**config.mk**
```make
export PLATFORM = sky130hd
export DESIGN_NAME = errbit_frame_serializer
export DESIGN_NICKNAME = d
export VERILOG_FILES = /design/src/rtl/errpack_pkg.sv /design/src/rtl/errpack_shift_out.sv /design/src/rtl/errbit_frame_serializer.sv
export SDC_FILE = /design/constraint.sdc
export NUM_CORES = 1
export LEC_CHECK = 0
export CELL_PAD_IN_SITES_DETAIL_PLACEMENT = 0
export CELL_PAD_IN_SITES_GLOBAL_PLACEMENT = 1
export CORE_MARGIN = 2
export CORE_UTILIZATION = 39
export CTS_CLUSTER_SIZE = 16
export DETAILED_ROUTE_END_ITERATION = 7
export PLACE_DENSITY = 0.75
export RECOVER_POWER = 100
export SLEW_MARGIN = 20
export SYNTH_ARGS = -nofsm -noshare
export SYNTH_HDL_FRONTEND = slang
export SYNTH_SLANG_ARGS = --single-unit
```
**constraint.sdc**
```tcl
create_clock -name clk -period 2.3 [get_ports clk]
set_input_delay 0.46 -clock clk [delete_from_list [all_inputs] [get_ports clk]]
set_output_delay 0.46 -clock clk [all_outputs]
set_load 0.005 [all_outputs]
```
**src/rtl/errpack_pkg.sv**
```systemverilog
// Shared types and frame-geometry helpers for the error-bit frame serializer.
// ERRPACK_PARITY_EN appends an even-parity trailer bit to every frame.
package errpack_pkg;

    typedef enum logic [1:0] {
        IDLE = 2'd0,
        WAIT = 2'd1,
        SEND = 2'd2
    } state_t;

    // Sent LSB first, so the wire sees 1,0,1.
    localparam logic [2:0] HEADER = 3'b101;

`ifdef ERRPACK_PARITY_EN
    localparam int PARITY_BITS = 1;
`else
    localparam int PARITY_BITS = 0;
`endif

    function automatic int frame_len(input int nsrc, input int ew, input int parity);
        return 3 + nsrc + nsrc * ew + parity;
    endfunction

    localparam int DEF_FRAME_LEN = frame_len(2, 11, PARITY_BITS);
    localparam int DEF_IDX_W     = $clog2(DEF_FRAME_LEN);

endpackage

```
**src/rtl/errpack_shift_out.sv**
```systemverilog
// Loads an L-bit frame snapshot and shifts it out LSB first on a registered line,
// strobing done in the cycle after the last bit.
module errpack_shift_out #(
    parameter int L  = 27,
    parameter int IW = $clog2(L)
) (
    input  logic         clk,
    input  logic         rst,
    input  logic         clear,
    input  logic         load,
    input  logic [L-1:0] frame,
    output logic         q,
    output logic         last,
    output logic         done
);

    logic [L-1:0]  shreg;
    logic [IW-1:0] idx;
    logic          active;

    // High during the cycle that carries bit L-1 on q.
    assign last = active && (idx == IW'(L - 1));

    always_ff @(posedge clk) begin
        if (rst || clear) begin
            shreg  <= '0;
            idx    <= '0;
            active <= 1'b0;
            q      <= 1'b0;
            done   <= 1'b0;
        end else begin
            done <= 1'b0;
            if (load) begin
                shreg  <= frame >> 1;
                idx    <= '0;
                active <= 1'b1;
                q      <= frame[0];
            end else if (last) begin
                active <= 1'b0;
                idx    <= '0;
                q      <= 1'b0;
                done   <= 1'b1;
            end else if (active) begin
                q     <= shreg[0];
                shreg <= shreg >> 1;
                idx   <= idx + 1'b1;
            end
        end
    end

endmodule

```
**src/rtl/errbit_frame_serializer.sv**
```systemverilog
// Collects per-source error words after a trigger (or on full capture) and sends one
// framed serial bit-stream per trigger. ERRPACK_PARITY_EN adds a parity trailer bit.
module errbit_frame_serializer
    import errpack_pkg::*;
#(
    parameter int NSRC = 2,
    parameter int EW   = 11,
    parameter int TW   = 9,
    parameter int LW   = 8
) (
    input  logic               clk,
    input  logic               rst,
    input  logic               live,
    input  logic               trig_align,
    input  logic [TW-1:0]      maxt,
    input  logic [NSRC-1:0]    dv,
    input  logic [NSRC*EW-1:0] errbit,
    output logic               q,
    output logic               busy,
    output logic               frame_done,
    output logic [LW-1:0]      trig_lost
);

    localparam int BL = 3 + NSRC + NSRC * EW;
    localparam int L  = frame_len(NSRC, EW, PARITY_BITS);
    localparam int IW = $clog2(L);

    state_t          state;
    state_t          state_next;
    logic [TW-1:0]   timer;
    logic [NSRC-1:0] got;
    logic [NSRC-1:0] got_next;
    logic [EW-1:0]   words      [NSRC];
    logic [EW-1:0]   words_next [NSRC];
    logic [BL-1:0]   body;
    logic [L-1:0]    frame;
    logic            all_got;
    logic            last;
    logic            load;
    logic            finish_frame;

    // Captures on this edge are visible to the completion test and the snapshot.
    always_comb begin
        got_next = got;
        for (int i = 0; i < NSRC; i++) begin
            words_next[i] = words[i];
            if (dv[i] && (state != SEND)) begin
                got_next[i]   = 1'b1;
                words_next[i] = errbit[i*EW +: EW];
            end
        end
    end

    assign all_got = &got_next;

    always_comb begin
        state_next = state;
        case (state)
            IDLE: begin
                if (all_got)         state_next = SEND;
                else if (trig_align) state_next = WAIT;
            end
            WAIT: begin
                if (all_got || (timer == maxt)) state_next = SEND;
            end
            SEND: begin
                if (last) state_next = IDLE;
            end
            default: state_next = IDLE;
        endcase
    end

    assign load         = (state != SEND) && (state_next == SEND);
    assign finish_frame = (state == SEND) && last;

    always_comb begin
        body = '0;
        body[2:0] = HEADER;
        body[3 +: NSRC] = got_next;
        for (int i = 0; i < NSRC; i++) begin
            body[3 + NSRC + i*EW +: EW] = words_next[i];
        end
    end

`ifdef ERRPACK_PARITY_EN
    assign frame = {^body, body};
`else
    assign frame = body;
`endif

    always_ff @(posedge clk) begin
        if (rst || !live) state <= IDLE;
        else              state <= state_next;
    end

    always_ff @(posedge clk) begin
        if (rst || !live) begin
            timer <= '0;
            got   <= '0;
            for (int i = 0; i < NSRC; i++) words[i] <= '1;
        end else begin
            // Compare-before-increment: maxt all-ones never needs the timer to wrap.
            if ((state == WAIT) && (state_next == WAIT)) timer <= timer + 1'b1;
            else                                         timer <= '0;
            if (finish_frame) begin
                got <= '0;
                for (int i = 0; i < NSRC; i++) words[i] <= '1;
            end else begin
                got <= got_next;
                for (int i = 0; i < NSRC; i++) words[i] <= words_next[i];
            end
        end
    end

    // An abort holds the lost count; only rst clears it.
    always_ff @(posedge clk) begin
        if (rst) begin
            trig_lost <= '0;
        end else if (live && (state == SEND) && trig_align && (trig_lost != '1)) begin
            trig_lost <= trig_lost + 1'b1;
        end
    end

    always_comb begin
        busy = (state == WAIT) || (state == SEND);
    end

    errpack_shift_out #(
        .L  (L),
        .IW (IW)
    ) u_shift_out (
        .clk   (clk),
        .rst   (rst),
        .clear (!live),
        .load  (load),
        .frame (frame),
        .q     (q),
        .last  (last),
        .done  (frame_done)
    );

endmodule

```
==> flow_metrics.py <==
metrics = {
    "run_status": {
        "status": "finished clean",
    },
    "setup_path": {
        "worst_ep_required_time_ps": 1840,
        "worst-path-buf-inv": 2,
        "cp_top_family": "buffers and inverters",
        "reg2reg_depth": 9,
        "worst-path-max-fanout": 4,
        "critPathKind": "register to primary output",
        "r2r_end": "u_shift_out.shreg[24]",
        "crit_path_cell_trace": "inv_1 > ha_1 > dlygate4sd3_1",
        "cp_slowest_cell": "dlygate4sd3_1",
        "cp.arrival_ps": 1740,
        "critPathMaxStageDelay_ps": 570,
        "cp-end-kind": "primary output",
        "r2r-start": "state[0]",
        "worstSetupStartpointType": "register",
        "r2r_setup_slack_ps": 150,
    },
    "logic_synthesis": {
        "synth_compound_area_frac": 0.1365,
        "synth_seq_area_share": 0.4619,
        "synthAdderAreaFrac": 0.02625,
        "synth_edf_count": 22,
        "synth_xor_area_frac": 0.05741,
        "synth_ff_type": "dfxtp_1",
        "syn-cell-area_um2": 3814,
        "synth_top_family_by_area": "simple AND/OR/NAND/NOR gates",
        "synth_cell_types": 46,
        "synth-simple-area-share": 0.1591,
        "synth.avg_cell_area_um2": 10.48,
        "ys_warn_count": 0,
        "synth_seq_cells": 77,
        "async_flop_share": 0,
        "synthMuxAreaShare": 0.1207,
        "netlist_instances": 364,
    },
    "sta": {
        "finClkSkew_ps": 6.835,
        "maxSlewViolCount": 0,
        "tns_ps": 0,
        "max_slew.worst_pin.slew_ps": 511.9,
        "whs_ps": 476.7,
        "max_freq_mhz": 453.8,
        "maxSlewHeadroom": 0.6587,
        "rsz0062_at_grt": "true",
        "period_needed_ps": 2204,
        "hold_viol": 0,
        "timing.final.crit_share": 0.9581,
        "setup_viol": 0,
    },
    "power": {
        "combinationalPowerShare": 0.156,
        "switchingPower_w": 0.0007350,
        "p_leak_nw": 2.002,
        "clockPowerShare": 0.340,
        "p_per_area_nw_per_um2": 599.5,
        "switching_share": 0.2543,
        "peakVddDrop_v": 0.0002475,
        "internal_power_w": 0.002155,
        "seq_power_share": 0.504,
    },
    "cts": {
        "cts-root-buf": "clkbuf_8",
        "holdBufCountCts": 0,
        "cts.clk_slew.worst_paths_ps": 70,
        "cts_setup_buffers": 0,
        "insertion_delay_ps": 350,
        "clock-sinks": 77,
        "cts_buffers": 9,
        "cts.repair.resized": 0,
        "cts_tree": "built",
        "ctsHtreeMaxLevel": 3,
        "cts_buffer_depth": 2,
    },
    "grt": {
        "grt_pass1_vias": 2533,
        "antenna_found_initial": 0,
        "grt_usage": 0.1513,
        "gr-total-overflow": 0,
        "grt_max_degree": 29,
        "grt_first_pass_wirelength_um": 12260,
    },
    "die": {
        "ios": 48,
        "die_w_um": 102.9,
        "rows": 36,
        "dieHeight_um": 102.9,
        "start_util": 0.3956,
        "core_um2": 9639,
        "die-area_um2": 10590,
    },
    "final_layout": {
        "seq_area_um2": 1762,
        "nets": 489,
        "fillerInstances": 930,
        "multi_input_area_um2": 1983,
        "drive_gt1_frac": 0.1448,
        "antenna_cells": 0,
        "instances_no_fill": 582,
        "final_util": 0.5001,
        "layout_common_cells": "dfxtp_1 (55), mux2i_1 (46), nand2_1 (40)",
        "final_common_cell": "dfxtp_1",
        "area_delta_synth_final_pct": 26.41,
        "final_area_um2": 4821,
    },
    "routing": {
        "drtPass1Iterations": 4,
        "vias": 2781,
        "drc": 0,
        "ant_nets": 0,
        "vias_per_cell": 4.778,
        "wl_per_cell_um": 12.88,
        "drt_iter0_drc": 54,
        "routed_wl_um": 7498,
    },
    "place": {
        "place_inst": 566,
        "postPlaceCellArea_um2": 4649,
        "place_congestion": 0.8281,
        "port_buffers": 47,
        "hpwl_um": 5397,
    },
    "hold_path": {
        "hp-class": "register to register",
        "worstHoldStart": "u_shift_out.shreg[1]",
        "holdPathStages": 2,
        "whs_endpoint": "u_shift_out.shreg[0]",
    },
    "flow_run": {
        "drv_cap": 0,
    },
}
kinds of logic (layout without fill, tap and decap cells):
kind of cell               count (synthesis)  after routing
adders and majority gates                  8              8
DFF                                       77             77
other                                      1             22
and+or+nand+nor                          125            125
xor gates and xnor gates                  25             25
AOI/OAI and AO/OA                         53             53
muxes                                     46             46
buffers and inverters                     29             93
how the worst max path moves through the flow:
stage / start / endpoint / slack (ps) / depth (start not counted)
2_1_floorplan: state[0] / u_shift_out.shreg[23] / 140 / 10
3_3_place_gp: maxt[5] / u_shift_out.shreg[20] / -170 / 8
3_5_place_dp: maxt[5] / u_shift_out.shreg[24] / -220 / 8
4_1_cts: state[0] / u_shift_out.shreg[24] / 120 / 9
5_1_grt: state[0] / u_shift_out.shreg[17] / -10 / 9
6_report: state[1] / busy / 100 / 3
sequential cells by signal, summed over array words and instances, names as in the netlist:
| signal | flops |
|---|---|
| words | 22 |
| u_shift_out.active | 1 |
| timer | 9 |
| u_shift_out.shreg | 26 |
| got | 2 |
| u_shift_out.idx | 5 |
| u_shift_out.q | 1 |
| state | 2 |
| u_shift_out.done | 1 |
| trig_lost | 8 |
routing by layer:
metal / vias to the layer above / GRT usage / part of all wire
li1: 1436 / - / -
met1: 1295 / 0.2052 / 0.48
met2: 41 / 0.2318 / 0.47
met3: 9 / 0.02576 / 0.038
met4: 0 / 0.07895 / 0.018
met5: - / 0 / 0
final cells by class:
| class | count | share of cell area |
|---|---|---|
| multi-input cells | 279 | 0.4114 |
| well taps | 133 | 0.03452 |
| inverters | 7 | 0.005450 |
| flip-flops and latches | 77 | 0.3654 |
| repair buffers | 70 | 0.1453 |
| clock buffers | 11 | 0.02725 |
| clock inverters | 5 | 0.01064 |
tightest hold or removal path, stage by stage (launching register included):
cell and delay (ps):
dfxtp_1 320, nand2_1 50, a221oi_1 60
cells in the mapped netlist, drive strengths merged, types with 2 or more instances:
master  instances  share of area
a211oi         22          0.068
a21oi           6         0.0079
a221oi          4          0.014
a31oi           2         0.0033
a32oi           2         0.0046
and3           25          0.041
buf            11          0.019
clkbuf         11          0.011
dfxtp          55           0.29
edfxtp         22           0.17
ha              8          0.026
inv             7         0.0069
mux2i          46           0.12
nand2          41          0.041
nand2b          4         0.0066
nand3           9          0.012
nand4           3         0.0049
nor2           29          0.029
nor2b           5         0.0082
nor3            3         0.0039
nor4            2         0.0049
o21a            5         0.0098
o21ai           3         0.0049
o22ai           2         0.0033
xnor2          11          0.025
xor2           14          0.032
power by group through the flow:
stage	clock network (W)	registers, W	logic, W
after floorplan	0	0.00148	0.000282
after global placement	0	0.00149	0.000451
after detailed placement	0	0.00149	0.000456
after CTS	0.00101	0.00146	0.000457
after global routing	0.00108	0.00146	0.000494
final	0.000982	0.00146	0.000450
stage by stage:
step	power (W)	worst slack, ps
6_report	0.002890	96.28
2_1_floorplan	0.001765	137.9
4_1_cts	0.002928	119.9
3_3_place_gp	0.001939	-165.4
3_5_place_dp	0.001946	-216.9
5_1_grt	0.003036	-13.45
Power figures use the tool's default switching activity.
